$ cat config.mk
export PLATFORM = sky130hd
export DESIGN_NAME = housekeeping_spi_slave
export DESIGN_NICKNAME = d
export VERILOG_FILES = /design/src/rtl/housekeeping_spi_slave.sv
export SDC_FILE = /design/constraint.sdc
export NUM_CORES = 1
export LEC_CHECK = 0
export ABC_AREA = 0
export ABC_CLOCK_PERIOD_IN_PS = 4630
export CAP_MARGIN = 20
export CORE_MARGIN = 3
export CORE_UTILIZATION = 55
export DETAILED_ROUTE_END_ITERATION = 8
export PLACE_DENSITY_LB_ADDON = 0.12
export SLEW_MARGIN = 30
export SYNTH_ARGS = -nofsm -noshare
export SYNTH_HDL_FRONTEND = slang
export SYNTH_SLANG_ARGS = --single-unit
$ cat constraint.sdc
create_clock -name clk_core -period 4.63 [get_ports clk_core]
set_input_delay 0.6945 -clock clk_core [delete_from_list [all_inputs] [get_ports clk_core]]
set_output_delay 0.6945 -clock clk_core [all_outputs]
set_load 0.02 [all_outputs]
$ cat src/rtl/housekeeping_spi_slave.sv
// SPI mode-0 housekeeping slave bridging an asynchronous SPI master
// to AXI-Stream byte streams on clk_core, with sticky error flags.
module housekeeping_spi_slave #(
    parameter bit         MSB_FIRST   = 1'b0,
    parameter int         SYNC_STAGES = 2,
    parameter logic [7:0] IDLE_BYTE   = 8'hFF
) (
    input  logic       clk_core,
    input  logic       clk_core_resn,
    input  logic       spi_clk,
    input  logic       spi_csn,
    input  logic       spi_mosi,
    output logic       spi_miso,
    output logic       spi_miso_oe,
    output logic [7:0] m_axis_tdata,
    output logic       m_axis_tvalid,
    input  logic       m_axis_tready,
    input  logic [7:0] s_axis_tdata,
    input  logic       s_axis_tvalid,
    output logic       s_axis_tready,
    input  logic       status_clear,
    output logic       status_overrun,
    output logic       status_underrun,
    output logic [15:0] frame_count
);

    typedef enum logic {
        IDLE,
        ACTIVE
    } state_t;

    state_t state_q, state_d;

    logic [SYNC_STAGES-1:0] sclk_sync;
    logic [SYNC_STAGES-1:0] csn_sync;
    logic [SYNC_STAGES-1:0] mosi_sync;
    logic [SYNC_STAGES-1:0] fill;
    logic                   sclk_prev;
    logic                   armed;

    logic [2:0] bit_cnt;
    logic [7:0] rx_sr;
    logic [7:0] tx_sr;
    logic       hold_first;

    logic       sclk_s, csn_s, mosi_s;
    logic       start, stop;
    logic       sclk_rise, sclk_fall;
    logic       byte_done, load;
    logic [7:0] rx_next;
    logic [7:0] tx_shift;
    logic [7:0] tx_load;

    assign sclk_s = sclk_sync[SYNC_STAGES-1];
    assign csn_s  = csn_sync[SYNC_STAGES-1];
    assign mosi_s = mosi_sync[SYNC_STAGES-1];

    // armed only once CSN has been seen high after the reset values flushed
    always_ff @(posedge clk_core) begin
        if (!clk_core_resn) begin
            sclk_sync <= '1;
            csn_sync  <= '1;
            mosi_sync <= '0;
            fill      <= '0;
            sclk_prev <= 1'b1;
            armed     <= 1'b0;
        end else begin
            sclk_sync <= {sclk_sync[SYNC_STAGES-2:0], spi_clk};
            csn_sync  <= {csn_sync[SYNC_STAGES-2:0], spi_csn};
            mosi_sync <= {mosi_sync[SYNC_STAGES-2:0], spi_mosi};
            fill      <= {fill[SYNC_STAGES-2:0], 1'b1};
            sclk_prev <= sclk_s;
            if (fill[SYNC_STAGES-1] && csn_s)
                armed <= 1'b1;
        end
    end

    always_comb begin
        state_d = state_q;
        start   = 1'b0;
        stop    = 1'b0;
        unique case (state_q)
            IDLE: begin
                if (armed && !csn_s) begin
                    state_d = ACTIVE;
                    start   = 1'b1;
                end
            end
            ACTIVE: begin
                if (csn_s) begin
                    state_d = IDLE;
                    stop    = 1'b1;
                end
            end
        endcase
    end

    assign sclk_rise = (state_q == ACTIVE) && !csn_s && sclk_s && !sclk_prev;
    assign sclk_fall = (state_q == ACTIVE) && !csn_s && !sclk_s && sclk_prev;
    assign byte_done = sclk_rise && (bit_cnt == 3'd7);
    assign load      = start || byte_done;

    assign rx_next  = MSB_FIRST ? {rx_sr[6:0], mosi_s}
                                : {mosi_s, rx_sr[7:1]};
    assign tx_shift = MSB_FIRST ? {tx_sr[6:0], 1'b0}
                                : {1'b0, tx_sr[7:1]};
    assign tx_load  = s_axis_tvalid ? s_axis_tdata : IDLE_BYTE;

    assign s_axis_tready = clk_core_resn && load && s_axis_tvalid;
    assign spi_miso_oe   = (state_q == ACTIVE);
    assign spi_miso      = spi_miso_oe && (MSB_FIRST ? tx_sr[7] : tx_sr[0]);

    always_ff @(posedge clk_core) begin
        if (!clk_core_resn) begin
            state_q         <= IDLE;
            bit_cnt         <= '0;
            rx_sr           <= '0;
            tx_sr           <= '0;
            hold_first      <= 1'b0;
            m_axis_tdata    <= '0;
            m_axis_tvalid   <= 1'b0;
            status_overrun  <= 1'b0;
            status_underrun <= 1'b0;
            frame_count     <= '0;
        end else begin
            state_q <= state_d;

            if (start)
                bit_cnt <= '0;
            else if (sclk_rise)
                bit_cnt <= bit_cnt + 3'd1;

            if (sclk_rise)
                rx_sr <= rx_next;

            // a freshly loaded byte keeps its first bit across one falling edge
            if (load)
                tx_sr <= tx_load;
            else if (sclk_fall && !hold_first)
                tx_sr <= tx_shift;

            if (start)
                hold_first <= 1'b0;
            else if (byte_done)
                hold_first <= 1'b1;
            else if (sclk_fall)
                hold_first <= 1'b0;

            if (byte_done && (!m_axis_tvalid || m_axis_tready)) begin
                m_axis_tdata  <= rx_next;
                m_axis_tvalid <= 1'b1;
            end else if (m_axis_tvalid && m_axis_tready) begin
                m_axis_tvalid <= 1'b0;
            end

            if (status_clear)
                status_overrun <= 1'b0;
            else if (byte_done && m_axis_tvalid && !m_axis_tready)
                status_overrun <= 1'b1;

            if (status_clear)
                status_underrun <= 1'b0;
            else if (load && !s_axis_tvalid)
                status_underrun <= 1'b1;

            if (stop)
                frame_count <= frame_count + 16'd1;
        end
    end

endmodule
### Yosys cells after proc, flatten, opt, wreduce, memory -nomap -nowiden

Index checks and enable logic that the tools add are counted.

* bits in registers: 58
* output and inout port bits: 30

* add/subtract/negate cells: 2
* equal/unequal tests: 1
* multiplexer cells: 14
* bitwise operators: 2
* reduce and logical (&&, ||, !) cells: 31

Operators by type and width (number)
* 8-bit two-way mux: 3
* 1-bit logical AND: 17
* 16-bit by 1-bit adder with 16-bit output (second input constant): 1
* 1-bit two-way mux: 10
* 1-bit logical NOT: 7
* 2-bit nonzero test: 3
* 2-bit OR reduction: 2
* 3-bit by 1-bit adder with 3-bit output (second input constant): 1
* 3-bit == test (second input constant): 1
* 1-bit logical OR: 2
* 1-bit NOT: 2
* 1-bit one-hot mux with 2 select lines: 1

### Longest topological paths before layout

* depth in word-level cells: 8
* depth in mapped cells: 7
* mapped depth without buffers: 6

### Least setup slack after synthesis

Ideal clock, no wire load.

* path kind: input-to-output
* start point: input port clk_core_resn
* end point: output port s_axis_tready
* arrival: 1.481 ns
* slack: 2.455 ns
* stages: 4
* buffers on the path: 2
* path through: buf_2 clkbuf_1 nand2_1 nor2_1

* longest elaborated chain between the ends: 2

Ends and longest elaborated chain
* start, declared: RTL line 9 `input logic clk_core_resn,`
* 1-bit logical AND (2 in a row): RTL line 109 `assign s_axis_tready = clk_core_resn && load && s_axis_tvalid;`
* end, declared: RTL line 20 `output logic s_axis_tready,`

No other way between the ends.

### Final worst setup path

* start point: register bit_cnt[0]
* end point: output port s_axis_tready

* longest elaborated chain between the ends: 5

Ends and longest elaborated chain
* start, declared: RTL line 41 `logic [2:0] bit_cnt;`
* start signal, assigned: RTL line 131 `bit_cnt <= bit_cnt + 3'd1;`
* 3-bit == test: RTL line 100 `assign byte_done = sclk_rise && (bit_cnt == 3'd7);`
* 1-bit logical AND: RTL line 100
* 1-bit logical OR: RTL line 101 `assign load = start || byte_done;`
* 1-bit logical AND (2 in a row): RTL line 109

No other way between the ends.

==> summary.md <==
| Metric | Value |
|---|---|
| Share of layout cells above drive strength 1 | 0.0673 |
| Die Height | 71.2 um |
| Rows | 23 |
| Max_slew headroom | 0.489 |
| Die X | 71.2 um |
| # Max-Cap Violations | 0 |
| 1st-pass router iterations | 4 |
| Startpoint Class | register |
| Final min period | 3.00 ns |
| Hold path depth | 1 |
| Drt drc | 0 |
| Post-CTS setup buffers | 0 |
| Worst hold slack | ~0.43 ns |
| Fin. Hold Viols | 0 |
| Post-layout net count | 326 |
| Worst VDD drop | 0.303 mV |
| Final WS setup | 1.63 ns |
| Fin crit share | 0.648 |
| Number of global-route vias before repair | 1814 |
| Post-synth EDFFs | 0 |
| Routed Antenna Nets | 0 |
| Outcome | finished, final reports clean |
| Diode count | 0 |
| CTS HTree Levels | 3 |
| Clock insertion delay at the later pin of the skew report | 0.34 ns |
| Primary FF master, synth | dfxtp_1 |
| Placed Cells incl. Taps | 346 |
| Drt via density | 5.31 |
| Synth area leader | dfxtp_1 |
| Largest net degree at the start of global routing | 40 |
| Sequential share of power | 0.470 |
| Crit path DAT | 2.31 ns |
| DPL Wire Length | approximately 3 mm |
| Core area | 4060 um^2 |
| IO Port Bufs | 45 |
| Worst Path Required | about 4 ns |
| Unrepaired setup endpoints after global routing | false |
| GRT Overall Usage | 0.198 |
| Die area | 5080 um^2 |
| Switch share | 0.205 |
| Clk network pwr share | 0.496 |
| Crit. End Element | output port |
| Pint | 0.000846 W |
| Syn Area/Cell | 8.83 um^2 |
| Cell count after synthesis | 265 |
| Reg2Reg Depth | 4 |
| Routed len/inst | around 13 um |
| Ys Warns | 0 |
| Hold buffers post-CTS | 0 |
| Min-Delay Path Class | register to register |
| Combinational share of power | 0.034 |
| Initial Util | 0.577 |
| First-pass GRT wire length | 7.89 mm |
| Maximum clock frequency | between 300 and 400 MHz |
| Critical path fanouts, max | 18 |
| Total leakage power | around 1.1 nW |
| Remaining global-route overflow | 0 |
| GPL Wtd Cong | 0.756 |
| Top-area cell type share of the netlist area | 0.487 |
| Final setup fails | 0 |
| CTS buffer count | 9 |
| CTS tree | yes |
| Initial antenna violation count | 0 |
| Clock root cell | clkbuf_8 |
| Count of pins over their slew limit | 0 |
| CTS Buffer Depth | 2 |
| Total wire length | 4.77 mm |
| Final cell count without fillers | about 360 |
| Post-CTS sizing | 0 |
| Place WS | 1.64 ns |
| Core Util, Final | 0.741 |
| DR vias | 1921 |
| Max Clock Skew | 0.00722 ns |
| Io pins | 46 |
| Leading post-synthesis cells by cell area | dfxtp_1 49%, nand2_1 5.8%, xor2_1 3.7%, a21oi_1 3.2%, nand3_1 3.0% |
| Worst-path clk slew | 0.06 ns |
| Setup_tns | 0 ns |
| Yosys reg bits | 57 |
| Critical path type | register to output port |
| Clk sinks | 57 |
| Initial detailed-routing violation count | 85 |
| Post-synth cell types | 43 |
| Cell Pwr Density | between 300 and 400 nW/um^2 |
| Register area share after synthesis | 0.487 |
| Net Sw Power | 0.000218 W |
| Mapped cell area | 2340 um^2 |
| Async set-reset flop share out of synthesis | 0 |
| Synth-to-layout area growth | 28.5% |
| Worst Max-Slew Pin Slew | 0.761 ns |
| Synthesized net count | 284 |
## flip-flops by register name (all words and copies together), names as in the netlist
register and flops:
armed 1, bit_cnt 3, csn_sync 2, fill 2, frame_count 16, hold_first 1, m_axis_tdata 8, m_axis_tvalid 1
mosi_sync 2, rx_sr 7, sclk_prev 1, sclk_sync 2, spi_miso_oe 1, status_overrun 1, status_underrun 1, tx_sr 8
## per-layer routing
layer | vias to the layer above | part of all wire | track usage
met5 | - | 0 | 0
met4 | 0 | 0.024 | 0.111
met3 | 12 | 0.044 | 0.0505
met2 | 46 | 0.47 | 0.314
met1 | 875 | 0.46 | 0.244
li1 | 988 | - | -
## cells in the mapped netlist, types with 2 or more instances
master	count
dfxtp_1	57
nand2_1	36
a21oi_1	15
nor2_1	15
nand3_1	14
xor2_1	10
inv_1	9
nand2b_1	9
and3_1	8
o21ai_1	8
and2_1	7
nand4_1	7
nor2b_1	7
o21a_1	7
o22ai_1	7
buf_2	6
and4_1	4
clkbuf_1	4
ha_1	3
a21o_1	2
buf_1	2
buf_6	2
mux2i_1	2
nor3_1	2
nor3b_1	2
o21ai_0	2
or3_1	2
## through the flow
step,total power (W),area (um^2)
after global routing,0.00109,3010
after CTS,0.00107,3010
final,0.00106,3010
after global placement,0.000546,2780
after floorplan,0.000530,2340
after detailed placement,0.000547,2780
## area by class of cell
cell class / instances / area [um^2]
Inverter: 10 / 37.5
Multi-Input combinational cell: 183 / 1080
Timing Repair Buffer: 46 / 458
Sequential cell: 57 / 1140
Clock inverter: 5 / 77.6
Clock buffer: 11 / 151
Fill cell: 316 / 1050
Tap cell: 50 / 62.6
## cells in the final DEF (no fill, tap or decap), types with 3 or more instances in the layout
cell	netlist	final
o22ai_1	7	7
clkbuf_8	0	11
and4_1	4	4
o21a_1	7	7
nand2_1	36	36
xor2_1	10	10
inv_1	9	9
o21ai_1	8	8
and2_1	7	7
clkdlybuf4s50_1	0	45
and3_1	8	8
dfxtp_1	57	57
ha_1	3	3
nor2_1	15	15
nor2b_1	7	7
nand4_1	7	7
a21oi_1	15	15
nand2b_1	9	9
nand3_1	14	14
## power groups by stage
stage	clock network (W)	logic [W]	registers, W
detailed placement	0	0.0000363	0.000511
global route	0.000550	0.0000402	0.000500
floorplan	0	0.0000203	0.000509
CTS	0.000534	0.0000367	0.000500
finish	0.000528	0.0000361	0.000500
global placement	0	0.0000355	0.000511
## path summary, 6_finish.rpt
check         startpoint               to  slack, ns
min          csn_sync[0]      csn_sync[1]       0.43
max           bit_cnt[0]    s_axis_tready       1.63
min reg2reg  csn_sync[0]      csn_sync[1]       0.43
max reg2reg  spi_miso_oe  m_axis_tdata[1]       2.76
## worst max-delay path, cell delays in order (launching register included)
cell	delay (ns)
dfxtp_1	0.35
ha_1	0.15
ha_1	0.23
nand4b_1	0.12
a21o_1	0.35
nor2_1	0.16
clkdlybuf4s50_1	0.61
## cell families after synthesis
kind of cell / Yosys count / share of synthesized area
buffers and inverters: 25 / 0.0513
XOR/XNOR: 11 / 0.0412
AND/OR/NAND/NOR: 120 / 0.274
adder cells (fa/ha/maj): 3 / 0.0160
multiplexers: 2 / 0.00855
AO/OA/AOI/OAI: 47 / 0.122
flip-flops: 57 / 0.487
Power figures use the tool's default switching activity.
